**config.mk**
```make
export PLATFORM = sky130hd
export DESIGN_NAME = sqrt_arbiter
export DESIGN_NICKNAME = d
export VERILOG_FILES = /design/src/rtl/sqrt_arbiter.sv
export SDC_FILE = /design/constraint.sdc
export NUM_CORES = 1
export LEC_CHECK = 0
export CORE_MARGIN = 1.5
export CORE_UTILIZATION = 35
export CTS_CLUSTER_SIZE = 28
export DETAILED_ROUTE_END_ITERATION = 7
export PLACE_DENSITY = 0.75
export SETUP_SLACK_MARGIN = 0.02
export SLEW_MARGIN = 25
export SYNTH_ARGS = -nofsm -noshare
export SYNTH_HDL_FRONTEND = slang
export SYNTH_SLANG_ARGS = --single-unit
```
**constraint.sdc**
```tcl
create_clock -name clk_i -period 1.9 [get_ports clk_i]
set_clock_uncertainty 0.2 [all_clocks]
set_input_delay 0.285 -clock clk_i [delete_from_list [all_inputs] [get_ports clk_i]]
set_output_delay 0.285 -clock clk_i [all_outputs]
set_load 0.005 [all_outputs]
```
**src/rtl/sqrt_arbiter.sv**
```systemverilog
// Round-robin arbiter sharing a single sqrt unit among N_REQ requesters.
// Sequences the unit's start/busy handshake and returns each result as a one-cycle strobe.
module sqrt_arbiter #(
  parameter int N_REQ         = 4,
  parameter int X_W           = 8,
  parameter int Y_W           = 4,
  parameter int START_TIMEOUT = 4
) (
  input  logic                                       clk_i,
  input  logic                                       rst_i,
  input  logic [N_REQ-1:0]                           req_valid_i,
  input  logic [N_REQ*X_W-1:0]                       req_x_i,
  output logic [N_REQ-1:0]                           req_ready_o,
  output logic [N_REQ-1:0]                           rsp_valid_o,
  output logic [Y_W-1:0]                             rsp_y_o,
  output logic                                       rsp_err_o,
  output logic [((N_REQ > 1) ? $clog2(N_REQ) : 1)-1:0] grant_id_o,
  output logic                                       busy_o,
  output logic                                       sqrt_start_o,
  output logic [X_W-1:0]                             sqrt_x_o,
  input  logic                                       sqrt_busy_i,
  input  logic [Y_W-1:0]                             sqrt_y_i
);

  localparam int ID_W = (N_REQ > 1) ? $clog2(N_REQ) : 1;
  localparam int TO_W = (START_TIMEOUT > 1) ? $clog2(START_TIMEOUT + 1) : 1;

  typedef enum logic [2:0] {
    S_IDLE,
    S_START,
    S_WAIT_BUSY,
    S_RUN,
    S_DONE
  } state_t;

  state_t          state_q, state_d;
  logic [ID_W-1:0] ptr_q, ptr_d;
  logic [ID_W-1:0] id_q, id_d;
  logic [TO_W-1:0] cnt_q, cnt_d;
  logic            err_q, err_d;
  logic [X_W-1:0]  x_q, x_d;
  logic [Y_W-1:0]  y_q, y_d;

  logic            win_found;
  logic [ID_W-1:0] win_id;
  logic [ID_W-1:0] scan_id;

  // Priority starts just after the most recently served requester.
  always_comb begin
    win_found = 1'b0;
    win_id    = '0;
    scan_id   = '0;
    for (int i = 1; i <= N_REQ; i++) begin
      scan_id = ID_W'((int'(ptr_q) + i) % N_REQ);
      if (!win_found && req_valid_i[scan_id]) begin
        win_found = 1'b1;
        win_id    = scan_id;
      end
    end
  end

  always_ff @(posedge clk_i) begin
    if (!rst_i) begin
      state_q <= S_IDLE;
      ptr_q   <= ID_W'(N_REQ - 1);
      id_q    <= '0;
      cnt_q   <= '0;
      err_q   <= 1'b0;
    end else begin
      state_q <= state_d;
      ptr_q   <= ptr_d;
      id_q    <= id_d;
      cnt_q   <= cnt_d;
      err_q   <= err_d;
    end
  end

  always_ff @(posedge clk_i) begin
    x_q <= x_d;
    y_q <= y_d;
  end

  always_comb begin
    state_d      = state_q;
    ptr_d        = ptr_q;
    id_d         = id_q;
    cnt_d        = cnt_q;
    err_d        = err_q;
    x_d          = x_q;
    y_d          = y_q;
    req_ready_o  = '0;
    rsp_valid_o  = '0;
    rsp_y_o      = '0;
    rsp_err_o    = 1'b0;
    sqrt_start_o = 1'b0;
    case (state_q)
      S_IDLE: begin
        if (win_found) begin
          req_ready_o = N_REQ'(1) << win_id;
          id_d        = win_id;
          x_d         = req_x_i[int'(win_id)*X_W +: X_W];
          err_d       = 1'b0;
          state_d     = S_START;
        end
      end
      S_START: begin
        sqrt_start_o = 1'b1;
        cnt_d        = '0;
        state_d      = S_WAIT_BUSY;
      end
      S_WAIT_BUSY: begin
        sqrt_start_o = 1'b1;
        if (sqrt_busy_i) begin
          state_d = S_RUN;
        end else if (cnt_q == TO_W'(START_TIMEOUT - 1)) begin
          err_d   = 1'b1;
          state_d = S_DONE;
        end else begin
          cnt_d = cnt_q + 1'b1;
        end
      end
      S_RUN: begin
        if (!sqrt_busy_i) begin
          y_d     = sqrt_y_i;
          state_d = S_DONE;
        end
      end
      S_DONE: begin
        rsp_valid_o = N_REQ'(1) << id_q;
        // A timed-out request never produced a result, so report zero.
        rsp_y_o     = err_q ? '0 : y_q;
        rsp_err_o   = err_q;
        ptr_d       = id_q;
        state_d     = S_IDLE;
      end
      default: state_d = S_IDLE;
    endcase
  end

  assign busy_o     = (state_q != S_IDLE);
  assign grant_id_o = busy_o ? id_q : '0;
  assign sqrt_x_o   = busy_o ? x_q : '0;

endmodule

```
Word level (Yosys, flattened, before mapping)
Index checks and enable logic that the tools add are counted.
- $add $sub $neg: 5
- multipliers: 0
- divide/modulo/power cells: 0
- magnitude comparators: 4
- eq/ne operators: 11
- shifts and indexed selects: 3
- mux-type cells: 37
- bitwise operators: 1
- reductions and logical operators: 16
- operator list (kind ; number):
    indexed part select 32 x 6 -> 8 bit ; 1
    two-way mux 4 bit ; 5
    two-way mux 3 bit ; 6
    two-way mux 1 bit ; 13
    < comparator 2 x 3 -> 1 bit (second input constant) ; 4
    case mux 3 bit (4 select lines) ; 1
    two-way mux 2 bit ; 5
    inequality test 2 bit (second input constant) ; 5
    == test 3 x 2 -> 1 bit (second input constant) ; 3
    binary-select mux 1 bit (select 2 bit) ; 4
    two-way mux 8 bit ; 1
    left shift 1 x 2 -> 4 bit (first input constant) ; 2
    case mux 3 bit (2 select lines) ; 1
    AND reduction 3 bit ; 2
    adder 2 x 1 -> 2 bit (second input constant) ; 2
    adder 2 bit (second input constant) ; 2
    AND reduction 2 bit ; 2
    AND reduction 4 bit ; 1
    nonzero test 2 bit ; 2
    adder 3 x 1 -> 3 bit (second input constant) ; 1
    == test 3 x 1 -> 1 bit (second input constant) ; 1
    == test 3 bit (second input constant) ; 1
    logical AND 1 bit ; 3
    logical NOT 1 bit ; 3
    other kinds (6) ; 6
- bits in registers: 23
- latch bits: 0
- memory bits (writable): 0
- bits in read-only memories: 0
- bits of input ports: 43
- output and inout bits: 25
- memories kept: 0

Longest topological paths before layout
- depth in word-level cells: 16
- gate-level depth with buffers: 6
- depth with buffers taken out: 6

Worst setup path after synthesis
Ideal clock, no wire load.
- kind: input to output
- from: in req_valid_i[1]
- to: out req_ready_o[2]
- data arrival time: 1.489 ns
- required time: 1.415 ns
- slack: -0.074 ns
- stages on the path: 4
- cell sequence: or4_2 nand2_1 inv_1 and3_2
- longest elaborated chain between the ends: 15
- elaborated cells on any way between the ends: 25
- those cells by class: 1 x shift; 18 x mux; 6 x reduce/logical
- ends and longest elaborated chain (item ; RTL line ; source):
    from (decl) ; 11 ; input logic [N_REQ-1:0] req_valid_i,
    binary-select mux 1 bit (select 2 bit) ; 55 ; if (!win_found && req_valid_i[scan_id]) begin
    two-way mux 1 bit (not written as such) ; 55 ;
    two-way mux 1 bit ; 55 ;
    logical NOT 1 bit ; 55 ;
    logical AND 1 bit ; 55 ;
    two-way mux 1 bit ; 55 ;
    logical NOT 1 bit ; 55 ;
    logical AND 1 bit ; 55 ;
    two-way mux 1 bit ; 55 ;
    logical NOT 1 bit ; 55 ;
    logical AND 1 bit ; 55 ;
    two-way mux 2 bit ; 55 ;
    left shift 1 x 2 -> 4 bit ; 99 ; req_ready_o = N_REQ'(1) << win_id;
    two-way mux 4 bit (*) ; 98 ; if (win_found) begin
    two-way mux 4 bit (*) ; 96 ; case (state_q)
    to (decl) ; 13 ; output logic [N_REQ-1:0] req_ready_o,
Mark *: on every way between the ends. The rest lies on a longest branch, timed or not. The select of a mux whose other input is x is not followed.

Worst setup path in the final report
- from: reg ptr_q[0]
- to: out req_ready_o[0]
- longest elaborated chain between the ends: 16
- elaborated cells on any way between the ends: 29
- those cells by class: 4 x add/sub; 1 x shift; 18 x mux; 6 x reduce/logical
- ends and longest elaborated chain (item ; RTL line ; source):
    from (decl) ; 37 ; logic [ID_W-1:0] ptr_q, ptr_d;
    from (signal assigned) ; 65 ; ptr_q <= ID_W'(N_REQ - 1);
    from (signal assigned) ; 71 ; ptr_q <= ptr_d;
    adder 2 x 1 -> 2 bit ; 54 ; scan_id = ID_W'((int'(ptr_q) + i) % N_REQ);
    binary-select mux 1 bit (select 2 bit) ; 55 ;
    two-way mux 1 bit (not written as such) ; 55 ;
    two-way mux 1 bit ; 55 ;
    logical NOT 1 bit ; 55 ;
    logical AND 1 bit ; 55 ;
    two-way mux 1 bit ; 55 ;
    logical NOT 1 bit ; 55 ;
    logical AND 1 bit ; 55 ;
    two-way mux 1 bit ; 55 ;
    logical NOT 1 bit ; 55 ;
    logical AND 1 bit ; 55 ;
    two-way mux 2 bit ; 55 ;
    left shift 1 x 2 -> 4 bit ; 99 ;
    two-way mux 4 bit (*) ; 98 ;
    two-way mux 4 bit (*) ; 96 ;
Marked as above.

==> out/results.ini <==
[power]
switching_power_uw=449.2
vdd_ir_drop_max_mv=0.3238
internal-power_uw=1099
clkPwrFrac=0.202
p_leak_uw=0.001015
p_sw_frac=0.2901
powerDensity_nw_per_um2=623.9
seq_power_share=0.396
pwr-share-comb=0.402

[floorplan]
fp.dieW_um=63.89
fp.dieH_um=63.89
dieArea_um2=4081
start_util=0.3770
row_count=21
io_pins=68
core_area_um2=3442

[worst_setup_path]
reg2reg_to=x_q[7]
path_delay_family=simple AND/OR/NAND/NOR gates
r2r_cells=5
startpoint=ptr_q[0]
cp_cell_sequence=or2b_1 > a21o_1 > and3_4 > nor3b_2 > buf_2
rr_startpoint=ptr_q[0]
path_max_fanout=5
rrSetupSlack_ns=-0.14
cp.required_ns=1.41
setup.worst_path.class=reg -> out
crit_slowest_cell=dfxtp_4
cp.arrival_ns=1.55
cp-end-kind=output pin
critPathBufInv=1
cpPeakStageDelay_ns=0.37
cp-start-kind=flip-flop
path_depth=5
crit_end=req_ready_o[0]

[yosys]
synthFlopType=edfxtp_1
yosys.area.top_type_share=0.2777
synth_compound_area_frac=0.08004
synthXorXnorAreaFrac=0
synth_edf_count=12
yosysUniqueCellTypes=36
yosysWarningCount=0
synthAdderAreaFrac=0.01929
synthesis.area_um2=1297
synthArstFlopShare=0
avgSynthCellArea_um2=10.81
synth_top_family_by_area=simple AND/OR/NAND/NOR gates
ys_top_cells_by_area=edfxtp_1 (28%), dfxtp_1 (17%), mux4_2 (12%)
synthSimpleGateAreaFrac=0.2633
ys_seq_elements=23
synth_seq_area_share=0.4474
syn-num-nets=165
synthCells=120
synth_area_leader_cell=edfxtp_1
synthMuxAreaShare=0.1581

[sta]
setup_slack_ns=-0.1385
min_period_over_period=1.073
hold_viol=0
hold_ws_ns=0.3162
slew_viol_final=0
period_minus_slack_ns=2.039
worst_slew_pin_slew_ns=0.4983
rsz0062_at_grt=yes
slew_headroom=0.6670
setup_viol=14
fmax_mhz=490.6

[clock_network]
cts_buffers=3
clock_latency_ns=0.27
clock-sinks=23
clkTransAtPathRegs_ns=0.09
htreeDepth=1
cts-root-buf=clkbuf_8
cts.path.max_buffers=2
cts_tree=done

[routing]
ant_nets=0
drc=0
drt-total-wl_um=4325
vias=1367
drt_iter0_drc=29
dr.pass1.iters=4
wl_per_cell_um=15.96
vias_per_cell=5.044

[run_status]
status=finished with violations
violations=setup timing

[place]
gp_congestion=0.8107
detailed_place_hpwl_um=3010
placement.io_buffers=67
dp_cells=252

[grt]
met2_usage=0.3646
overflow=0
busiest_layer=met2
grt_usage=0.2011
grt_pass1_vias=1341
met1_usage=0.2412
antenna_found_initial=0
grtUsageMet3=0.01937
grt_pass1_wl_um=6354
grt_max_degree=14

[layout]
final_layout_size_suffix_gt1_frac=0.4667
final_cells=271
diodes=0
area_growth_pct=91.32
final_nets=271
fillers=251

[flow_run]
maxCapViolations=0

[min_path]
hp-class=reg -> reg

-- synthesized netlist by cell type (all sizes together) (2+ instances only) --
cell,instances
nor2,16
edfxtp,12
dfxtp,11
nor2b,11
mux4,8
nand2,8
and2,6
inv,6
a21oi,4
nor3,4
and3,3
nand3,3
nor3b,3
clkbuf,2
ha,2
nand2b,2
o21ai,2
o22a,2
or2b,2
-- registers in the layout, summed over array words and instances, names as in the netlist --
name,count
ptr_q,2
x_q,8
cnt_q,3
y_q,4
err_q,1
state_q,3
id_q,2
-- cells by family (layout without fill, tap and decap cells) --
group	after synthesis	count (layout)
and+or+nand+nor	62	62
DFF	23	23
AOI/OAI and AO/OA	14	14
muxes	10	10
buffers and inverters	9	114
adders and majority gates	2	2
-- worst min-delay path, delay by kind of cell, from the launching register on --
kind / cells / cell delay (ns)
flops: 1 / 0.35
simple gates: 2 / 0.12
-- worst min path at each step --
stage                      from        to  slack [ns]  cells after the start
floorplan                 rst_i  ptr_q[1]        0.16                      1
global placement       cnt_q[1]  cnt_q[1]        0.28                      2
detailed placement        err_q     err_q        0.31                      2
CTS                    ptr_q[1]  ptr_q[1]        0.33                      2
global route        sqrt_y_i[3]    y_q[3]        0.37                      1
finish                 ptr_q[1]  ptr_q[1]        0.32                      2
-- metal layers --
layer	vias to the layer above	wire, µm
met2	53	2329
met1	654	1713
li1	648	-
met4	0	105
met5	-	0
met3	12	177
-- placed cells by master, fill, tap and decap left out, drive strengths merged, types with 8 or more instances in the layout --
cell type	instances
clkbuf	13
nor2	16
mux4	8
dfxtp	11
buf	45
nand2	8
edfxtp	12
clkdlybuf4s50	38
clkdlybuf4s15	9
nor2b	11
-- what timing repair did --
action,CTS,global route
hold buffers,0,0
resized for setup,98,45
pin swaps,13,11
buffers inserted,7,9
setup endpoints to repair,47,33
cloned,0,1
-- power by group through the flow --
| stage | Clock [µW] | Combinational [µW] | Sequential, µW |
|---|---|---|---|
| global route | 339 | 664 | 618 |
| CTS | 304 | 543 | 610 |
| floorplan | 0 | 199 | 613 |
| finish | 313 | 623 | 613 |
| detailed placement | 0 | 517 | 613 |
| global placement | 0 | 504 | 612 |
-- area by class of cell --
class,instances,area (µm²),share of cell area
Clock inverter,1,5.005,0.002016
Clock buffer,3,41.29,0.01663
Inverter,6,22.52,0.009073
Timing Repair Buffer,104,915.9,0.3690
Multi-Input combinational cell,88,845.8,0.3407
Tap cell,46,57.56,0.02319
Sequential cell,23,594.3,0.2394
-- through the flow --
stage	area [µm²]	power, µW	setup slack [ns]	utilization	setup TNS, ns
after global routing	2482	1620	-0.2102	0.7212	-2.231
after floorplan	1314	812.6	-0.004196	-	-0.02971
after detailed placement	2185	1130	-0.8918	0.6347	-14.69
after global placement	2185	1116	-0.8103	0.6347	-12.58
after CTS	2382	1456	-0.1804	0.6921	-1.590
final	2482	1549	-0.1385	0.7212	-1.546
Note: power is estimated with default switching activity, not from simulation.
